$ cat src/rtl/mem_arb_pkg.sv
// +--------------------------------------------------------------------------+
// | mem_arb_pkg : shared types and constants for the two-port memory arbiter  |
// | Revision    : 1.0                                                         |
// +--------------------------------------------------------------------------+
`default_nettype none

package mem_arb_pkg;

  typedef enum logic [1:0] {
    IDLE   = 2'd0,
    ACCESS = 2'd1,
    ACK    = 2'd2
  } state_e;

  localparam int ADDR_W_DEF = 8;
  localparam int DATA_W_DEF = 8;

  localparam logic PORT0 = 1'b0;
  localparam logic PORT1 = 1'b1;

endpackage

`default_nettype wire

$ cat src/rtl/mem_arb_pick.sv
// +--------------------------------------------------------------------------+
// | mem_arb_pick : combinational winner selection between two requesters      |
// | Revision     : 1.0                                                        |
// +--------------------------------------------------------------------------+
`default_nettype none

module mem_arb_pick
  import mem_arb_pkg::*;
(
  input  logic req0_i,
  input  logic req1_i,
  input  logic last_grant_i,
  output logic grant_valid_o,
  output logic grant_idx_o
);

  always_comb begin
    grant_valid_o = req0_i | req1_i;
    grant_idx_o   = PORT0;
    // On a tie the port that did not win last time is chosen.
    if (req0_i && req1_i) begin
      grant_idx_o = ~last_grant_i;
    end else if (req1_i) begin
      grant_idx_o = PORT1;
    end
  end

endmodule

`default_nettype wire

$ cat src/rtl/mem_port_arbiter.sv
// +--------------------------------------------------------------------------+
// | mem_port_arbiter : two-requester single-port memory arbiter, 3-cycle ops  |
// | Option: define MEM_ARB_ROUND_ROBIN_EN for round-robin tie-breaking.       |
// | Revision         : 1.0                                                    |
// +--------------------------------------------------------------------------+
`default_nettype none

module mem_port_arbiter
  import mem_arb_pkg::*;
#(
  parameter int ADDR_W = ADDR_W_DEF,
  parameter int DATA_W = DATA_W_DEF
) (
  input  logic              clk,
  input  logic              reset,
  input  logic              req0,
  input  logic              req1,
  input  logic              we0,
  input  logic              we1,
  input  logic [ADDR_W-1:0] addr0,
  input  logic [ADDR_W-1:0] addr1,
  input  logic [DATA_W-1:0] wdata0,
  input  logic [DATA_W-1:0] wdata1,
  output logic              ack0,
  output logic              ack1,
  output logic [DATA_W-1:0] rdata0,
  output logic [DATA_W-1:0] rdata1,
  output logic              sigMemRead,
  output logic              sigMemWrite,
  output logic [ADDR_W-1:0] dataAddress,
  output logic [DATA_W-1:0] writeData,
  input  logic [DATA_W-1:0] readData,
  output logic              busy
);

  state_e              state_q, state_d;
  logic                owner_q;
  logic                we_q;
  logic [ADDR_W-1:0]   addr_q;
  logic [DATA_W-1:0]   wdata_q;
  logic [DATA_W-1:0]   rdata0_q, rdata1_q;
  logic                grant_valid;
  logic                grant_idx;
  logic                pick_last;
  logic                grant_take;

  assign grant_take = (state_q == IDLE) && grant_valid;

`ifdef MEM_ARB_ROUND_ROBIN_EN
  logic last_grant_q;

  always_ff @(posedge clk) begin
    if (reset) begin
      last_grant_q <= PORT1;
    end else if (grant_take) begin
      last_grant_q <= grant_idx;
    end
  end

  assign pick_last = last_grant_q;
`else
  // Pretending port 1 always won last makes every tie go to port 0.
  assign pick_last = PORT1;
`endif

  mem_arb_pick u_pick (
    .req0_i        (req0),
    .req1_i        (req1),
    .last_grant_i  (pick_last),
    .grant_valid_o (grant_valid),
    .grant_idx_o   (grant_idx)
  );

  always_ff @(posedge clk) begin
    if (reset) begin
      state_q <= IDLE;
    end else begin
      state_q <= state_d;
    end
  end

  always_comb begin
    state_d = state_q;
    case (state_q)
      IDLE:    if (grant_valid) state_d = ACCESS;
      ACCESS:  state_d = ACK;
      ACK:     state_d = IDLE;
      default: state_d = IDLE;
    endcase
  end

  always_ff @(posedge clk) begin
    if (reset) begin
      owner_q  <= PORT0;
      we_q     <= 1'b0;
      addr_q   <= '0;
      wdata_q  <= '0;
      rdata0_q <= '0;
      rdata1_q <= '0;
    end else begin
      if (grant_take) begin
        owner_q <= grant_idx;
        we_q    <= (grant_idx == PORT0) ? we0    : we1;
        addr_q  <= (grant_idx == PORT0) ? addr0  : addr1;
        wdata_q <= (grant_idx == PORT0) ? wdata0 : wdata1;
      end
      if ((state_q == ACCESS) && !we_q) begin
        if (owner_q == PORT0) begin
          rdata0_q <= readData;
        end else begin
          rdata1_q <= readData;
        end
      end
    end
  end

  assign sigMemRead  = (state_q == ACCESS) && !we_q;
  assign sigMemWrite = (state_q == ACCESS) &&  we_q;
  assign dataAddress = addr_q;
  assign writeData   = wdata_q;
  assign ack0        = (state_q == ACK) && (owner_q == PORT0);
  assign ack1        = (state_q == ACK) && (owner_q == PORT1);
  assign rdata0      = rdata0_q;
  assign rdata1      = rdata1_q;
  assign busy        = (state_q != IDLE);

endmodule

`default_nettype wire

$ cat config.mk
export PLATFORM = sky130hd
export DESIGN_NAME = mem_port_arbiter
export DESIGN_NICKNAME = d
export VERILOG_FILES = /design/src/rtl/mem_arb_pkg.sv /design/src/rtl/mem_arb_pick.sv /design/src/rtl/mem_port_arbiter.sv
export SDC_FILE = /design/constraint.sdc
export NUM_CORES = 1
export LEC_CHECK = 0
export CORE_ASPECT_RATIO = 0.9
export CORE_UTILIZATION = 35
export DETAILED_ROUTE_END_ITERATION = 6
export PLACE_DENSITY = 0.81
export SYNTH_ARGS = -nofsm -noshare
export SYNTH_HDL_FRONTEND = slang
export SYNTH_HIERARCHICAL = 1
export SYNTH_SLANG_ARGS = --single-unit
$ cat constraint.sdc
create_clock -name clk -period 1.4 [get_ports clk]
set_clock_uncertainty 0.15 [all_clocks]
set_input_delay 0.28 -clock clk [delete_from_list [all_inputs] [get_ports clk]]
set_output_delay 0.28 -clock clk [all_outputs]
set_load 0.03 [all_outputs]
## Word level (Yosys, flattened, before mapping)

Cells that the tools add are included.

- Equality and inequality tests: 3
- Mux-type cells: 7
- Bitwise operators: 2
- Reduce and logical (&&, ||, !) cells: 11

Operator list:

| cell | number |
|---|---|
| 8-bit two-way mux | 2 |
| 1-bit logical AND | 6 |
| 2-bit one-hot mux with 2 select lines | 1 |
| 2-bit AND reduction | 2 |
| 1-bit two-way mux | 3 |
| 2-bit by 1-bit equality test with 1-bit output (second input constant) | 1 |
| 2-bit equality test (second input constant) | 1 |
| 2-bit logical NOT | 1 |
| 2-bit two-way mux | 1 |
| 2-bit inequality test (second input constant) | 1 |
| 2-bit nonzero test | 1 |
| 1-bit logical NOT | 1 |
| 1-bit NOT | 1 |
| 1-bit OR | 1 |

- Flip-flop bits (word level): 36
- Output and inout port bits: 37
- Logic and storage cells: 30

## Logic depth before layout (Yosys ltp)

Gate-level depths: netlist (run 1).

- Word-level depth: 3
- Gate-level depth with buffers: 5

## By module

Netlist (run 1), hierarchy kept.

Modules (own cells, without submodules):

| module | times used | cells each | area an instance (µm²) |
|---|---|---|---|
| mem_port_arbiter | 1 | 155 | 1556.5 |
| mem_arb_pick | 1 | 2 | 13.8 |

## Worst setup path before layout (run 1)

Ideal clock, no wire load.

- Path kind: register to output
- From: register state_q[1]
- To: output port ack0
- Arrival time: 1.166 ns
- Slack: -0.196 ns
- Stages on the path, launching flop included: 3
- Cell sequence: dfxtp_1 > buf_6 > nor3b_1

- Word-level cells in the longest chain between the ends: 2

RTL lines:

| element | RTL line | RTL |
|---|---|---|
| start, declared | mem_port_arbiter.sv:36 | `state_e state_q, state_d;` |
| start signal, assigned | mem_port_arbiter.sv:78 | `state_q <= state_d;` |
| 2-bit equality test | mem_port_arbiter.sv:121 | `assign ack0 = (state_q == ACK) && (owner_q == PORT0);` |
| 1-bit logical AND | mem_port_arbiter.sv:121 |  |
| end, declared | mem_port_arbiter.sv:24 | `output logic ack0,` |

No other way between the ends.

## Worst setup path in the final report (run 1)

- From: register state_q[1]
- To: output port sigMemWrite

- Word-level cells in the longest chain between the ends: 2

RTL lines:

| element | RTL line | RTL |
|---|---|---|
| 2-bit by 1-bit equality test with 1-bit output | mem_port_arbiter.sv:118 | `assign sigMemWrite = (state_q == ACCESS) && we_q;` |
| 1-bit logical AND | mem_port_arbiter.sv:118 |  |
| end, declared | mem_port_arbiter.sv:29 | `output logic sigMemWrite,` |

No other way between the ends.

==> results.cfg, run 1 <==
[status]
outcome = finished, violations left
violations = setup timing

[sta]
setup_viol = 40
min_period_ns = 1.80
rsz0062_at_grt = true
fin_crit_sh = 1.28
fin_hold_ws_ns = 0.314
setup_slack_ns = -0.397
timing_hold_violations_final = 0
finalMaxSlewViolations = 0
max_freq_mhz = 557
fin_setup_tns_ns = -9.20

[floorplanning]
die_w_um = 72.6
core_um2 = 4180
ios = 83
dieHeight_um = 65.5
start_util = 0.375
fp-row-count = 22
die-area_um2 = 4760

[critical_path]
cp_max_fo = 3
start_kind = register
endpoint_kind = output pin
critical_path.top_delay_family = buffers and inverters
path_buf_inv = 3
cp.depth = 5
path_common_cell = buf_6
critPathArrivalTime_ns = 1.37
worstPathRequired_ns = 0.97
critPathSlowestCell = dfxtp_2
cp_cell_sequence = buf_6 -> buf_6 -> or2b_1 -> nor2_1 -> buf_4
reg2reg_depth = 8
setup.worst_path.class = reg2out
critPathMaxStageDelay_ns = 0.33

[route]
routed_wl_um = 4170
drc = 0
first_iter_violations = 37
viasPerCell = 4.67
drt-wirelength-per-cell_um = 13.1
via_count = 1480
drt_pass1_iterations = 4
antenna_left = 0

[cts]
cts_tree = done
hold_buffers = 0
path_clk_slew_ns = 0.08
clk_latency_ns = 0.29
htree_levels = 2
cts_root_buf = clkbuf_8
clock-sinks = 36
clock_path_buffers = 2
cts_buffers = 5

[job]
maxCapViolCount = 0

[finish]
diodes = 0
fin_area_um2 = 2780
nNetsFinal = 302
syn_to_final_growth_pct = 77.0
drive_gt1_frac = 0.401

[grt]
grt_max_degree = 22
overflow = 0
grt_pass1_wl_um = 6840
grt_pass1_vias = 1499
antenna_found_initial = 0
grtUsageTotal = 0.190

[logic_synthesis]
yosysSeqAreaShare = 0.459
syn_avg_cell_area_um2 = 10.0
synth-seq-cells = 36
syn_nets = 203
ys_warn_count = 6
netlist-cell-type-count = 24
synthCells = 157
syn_area_um2 = 1570

[placement]
placed_area_um2 = 2450
io_buffers = 82
globalplace.congestion = 0.653
hpwl_um = 2760

[min_path]
whs_path_depth = 2
holdCritPathClass = reg2reg

[power_and_ir_drop]
totalPowerFinal_w = 0.00300
power_density_nw_per_um2 = 1080
p_leak_nw = 1.15
peakVddDrop_v = 0.000611
## stage by stage
stage,utilization,worst slack (ns),cells
finish,0.664,-0.397,317
global route,0.664,-0.457,317
CTS,0.652,-0.396,315
detailed placement,0.585,-0.470,299
global placement,0.585,-0.414,299
floorplan,-,-0.0901,157
## sequential cells by signal, indices dropped and copies added, names as in the netlist
register,cells
writeData,8
dataAddress,8
we_q,1
owner_q,1
rdata1,8
rdata0,8
state_q,2
## power breakdown
part / internal [W] / switching (W) / total, W / leakage (nW)
Clock: 0.000527 / 0.000393 / 0.000919 / 0.0541
Sequential: 0.00111 / 0.0000474 / 0.00115 / 0.296
Combinational: 0.000478 / 0.000449 / 0.000927 / 0.801
Total: 0.00211 / 0.000889 / 0.00300 / 1.15
## per-layer routing
| metal | track usage | vias to the layer above | routed length (um) |
|---|---|---|---|
| li1 | - | 740 | - |
| met2 | 0.306 | 55 | 1920 |
| met1 | 0.238 | 677 | 1900 |
| met3 | 0.0537 | 8 | 278 |
| met4 | 0.0809 | 0 | 68 |
| met5 | 0 | - | 0 |
## worst register-to-register path, delay by kind of cell, from the launching register on
family	cells	cell delay, ns
simple gates	2	0.29
flops	1	0.33
buf+inv	5	0.64
compound gates	1	0.17
## cell usage after synthesis (all sizes together)
cell	n	area share
buf	8	0.041
mux2i	26	0.17
nor3b	2	0.017
or2b	1	0.0048
or2	2	0.0080
a21boi	1	0.0048
and3b	1	0.0056
nor2b	1	0.0040
a21oi	8	0.025
dfxtp	36	0.46
a211oi	17	0.12
nor4b	1	0.0096
or4b	1	0.0064
nand2	16	0.038
inv	1	0.0024
and4bb	1	0.0080
clkbuf	4	0.0096
nor2	29	0.069
conb	1	0.0024
## path summary, 6_finish.rpt
check | from | to | slack, ns
setup / recovery | state_q[1] | sigMemWrite | -0.40
hold reg to reg | rdata0[4] | rdata0[4] | 0.31
hold / removal | rdata0[4] | rdata0[4] | 0.31
setup reg to reg | state_q[1] | writeData[6] | -0.26
## final cells by class
cell class / count / area (um^2)
fill: 349 / 1410
clock inverter: 3 / 42.5
clock buffer: 5 / 68.8
inverter: 1 / 3.75
sequential: 36 / 723
multi-input combinational: 108 / 831
timing repair buffer: 104 / 1030
tap: 60 / 75.1
## placed cells by master (no fill, tap or decap), drive strengths merged, types with 2 or more instances in the layout
master         instances
mux2i                 26
nand2                 16
nor2                  29
dfxtp                 36
a21oi                  8
clkdlybuf4s50         43
clkbuf                 5
a211oi                17
or2                    2
dlygate4sd2            2
buf                   59
nor3b                  2
## cell families after synthesis
family / count (synthesis) / share of synthesized area
and+or+nand+nor: 55 / 0.171
DFF: 36 / 0.459
AOI/OAI and AO/OA: 26 / 0.150
muxes: 26 / 0.166
buffers and inverters: 13 / 0.0526
other: 1 / 0.00239
## repair_timing
action,4_1_cts,5_1_grt
gates resized for setup,23,16
cloned,3,0
setup buffers,5,2
pin swaps,15,20
setup endpoints to repair,39,40
Power figures use the tool's default switching activity.
==> run 2: changes to the inputs <==
PLACE_DENSITY = 0.88   (was 0.81)
RECOVER_POWER = 25   (was unset)
==> run 2 against run 1 <==
The flow still finishes with violations (setup timing); total power is 1.6% lower; die area did not move; worst setup slack improved by 0.11 ns; wire length increased by 12%; register-to-register slack worse by 0.03 ns.
==> results.cfg, run 2 (synthesized netlist as in run 1, its figures left out) <==
[status]
outcome = finished, violations left
violations = setup timing

[critical_path]
cp_max_fo = 7
critPathMaxStageDelay_ns = 0.33
start_kind = register
reg2reg_depth = 8
cp.depth = 4
worstPathRequired_ns = 0.97
rrSetupSlack_ns = -0.29
cp_cell_sequence = buf_6 -> or2b_1 -> nor2_1 -> buf_4
setup.worst_path.class = reg2out
critPathSlowestCell = dfxtp_2
critical_path.top_delay_family = simple AND/OR/NAND/NOR gates
path_buf_inv = 2
endpoint_kind = output pin
rr_endpoint = writeData[4]
critPathArrivalTime_ns = 1.26
r2r_start = state_q[1]

[finish]
fill_cells = 356
drive_gt1_frac = 0.407
diodes = 0
final_cell_mix = clkdlybuf4s50_1, buf_4, dfxtp_1
final_util = 0.687
final_common_cell = clkdlybuf4s50_1
nNetsFinal = 308
syn_to_final_growth_pct = 83.0

[route]
drt_pass1_iterations = 4
first_iter_violations = 37
viasPerCell = 4.67
drt-wirelength-per-cell_um = 14.4
drc = 0
routed_wl_um = 4650
antenna_left = 0
via_count = 1509

[floorplanning]
core_um2 = 4180
ios = 83
die_w_um = 72.6
fp-row-count = 22
start_util = 0.375
die-area_um2 = 4760
dieHeight_um = 65.5

[sta]
finalMaxSlewViolations = 0
timing_hold_violations_final = 0
setup_slack_ns = -0.290
min_period_ns = 1.69
fin_hold_ws_ns = 0.306
setup_viol = 40
max_freq_mhz = 592
fin_crit_sh = 1.21
rsz0062_at_grt = true

[power_and_ir_drop]
peakVddDrop_v = 0.000712
totalPowerFinal_w = 0.00295
p_leak_nw = 1.22
power_density_nw_per_um2 = 1030

[cts]
cts_buffers = 5
clock_path_buffers = 2
clk_latency_ns = 0.28
hold_buffers = 0
htree_levels = 2
cts_tree = done
cts_root_buf = clkbuf_8
clock-sinks = 36
path_clk_slew_ns = 0.07

[grt]
grt_max_degree = 37
overflow = 0
grtUsageTotal = 0.208
antenna_found_initial = 0
grt_pass1_wl_um = 7380
grt_pass1_vias = 1496

[min_path]
whs_path_depth = 2
whs_endpoint = rdata0[5]
hold_start = rdata0[5]
holdCritPathClass = reg2reg

[placement]
pre_cts_slack_ns = -0.422
globalplace.congestion = 0.683
hpwl_um = 2690
io_buffers = 82

[job]
maxCapViolCount = 0
run 2: changes by cell type in the layout (fill, tap and decap cells not counted), sizes merged:
cell / delta
buf: -4
bufinv: -1
clkbuf: +9
clkinvlp: -1
bufbuf: +2
clkinv: +1
run 2: what timing repair did:
action	in CTS	in global routing
gates resized for setup	29	10
cloned	7	1
endpoints found under the setup margin	39	40
pin swaps	16	7
setup buffers	10	2
run 2: worst max path at each step:
stage,slack (ns),from,endpoint
after floorplan,-0.09,state_q[1],sigMemRead
after global placement,-0.42,req0,owner_q
after detailed placement,-0.42,req0,dataAddress[4]
after CTS,-0.28,state_q[1],sigMemRead
after global routing,-0.35,state_q[1],sigMemRead
final,-0.29,state_q[1],sigMemRead
run 2: through the flow:
stage | std cells | setup TNS [ns] | instance area [um^2]
CTS | 324 | -6.28 | 2900
global placement | 299 | -8.78 | 2450
global route | 323 | -8.37 | 2870
finish | 323 | -6.63 | 2870
detailed placement | 299 | -9.24 | 2450
floorplan | 157 | -0.707 | 1590
run 2: worst reg2reg max path, delay by kind of cell (launching register included):
family / cells / cell delay, ns
buf+inv: 5 / 0.64
compound gates: 1 / 0.18
simple gates: 2 / 0.29
flops: 1 / 0.33
run 2: layout make-up:
class / count / area [um^2] / area share
clock buffer: 6 / 82.6 / 0.0287
inverter: 1 / 3.75 / 0.00131
multi-input combinational: 108 / 825 / 0.287
timing repair buffer: 110 / 1150 / 0.402
sequential: 36 / 723 / 0.252
clock inverter: 2 / 10.0 / 0.00348
tap: 60 / 75.1 / 0.0261
run 2: per-layer routing:
| layer | share of wire | global-route usage | vias up |
|---|---|---|---|
| met1 | 0.45 | 0.266 | 711 |
| met3 | 0.040 | 0.0399 | 2 |
| met4 | 0.0058 | 0.0515 | 0 |
| met5 | 0 | 0 | - |
| met2 | 0.50 | 0.359 | 42 |
| li1 | - | - | 754 |
run 2: power by group:
group	switching, W	total, W	internal, W
Clock	0.000365	0.000757	0.000393
Combinational	0.000479	0.00104	0.000559
Sequential	0.0000504	0.00116	0.00111
Total	0.000894	0.00295	0.00206
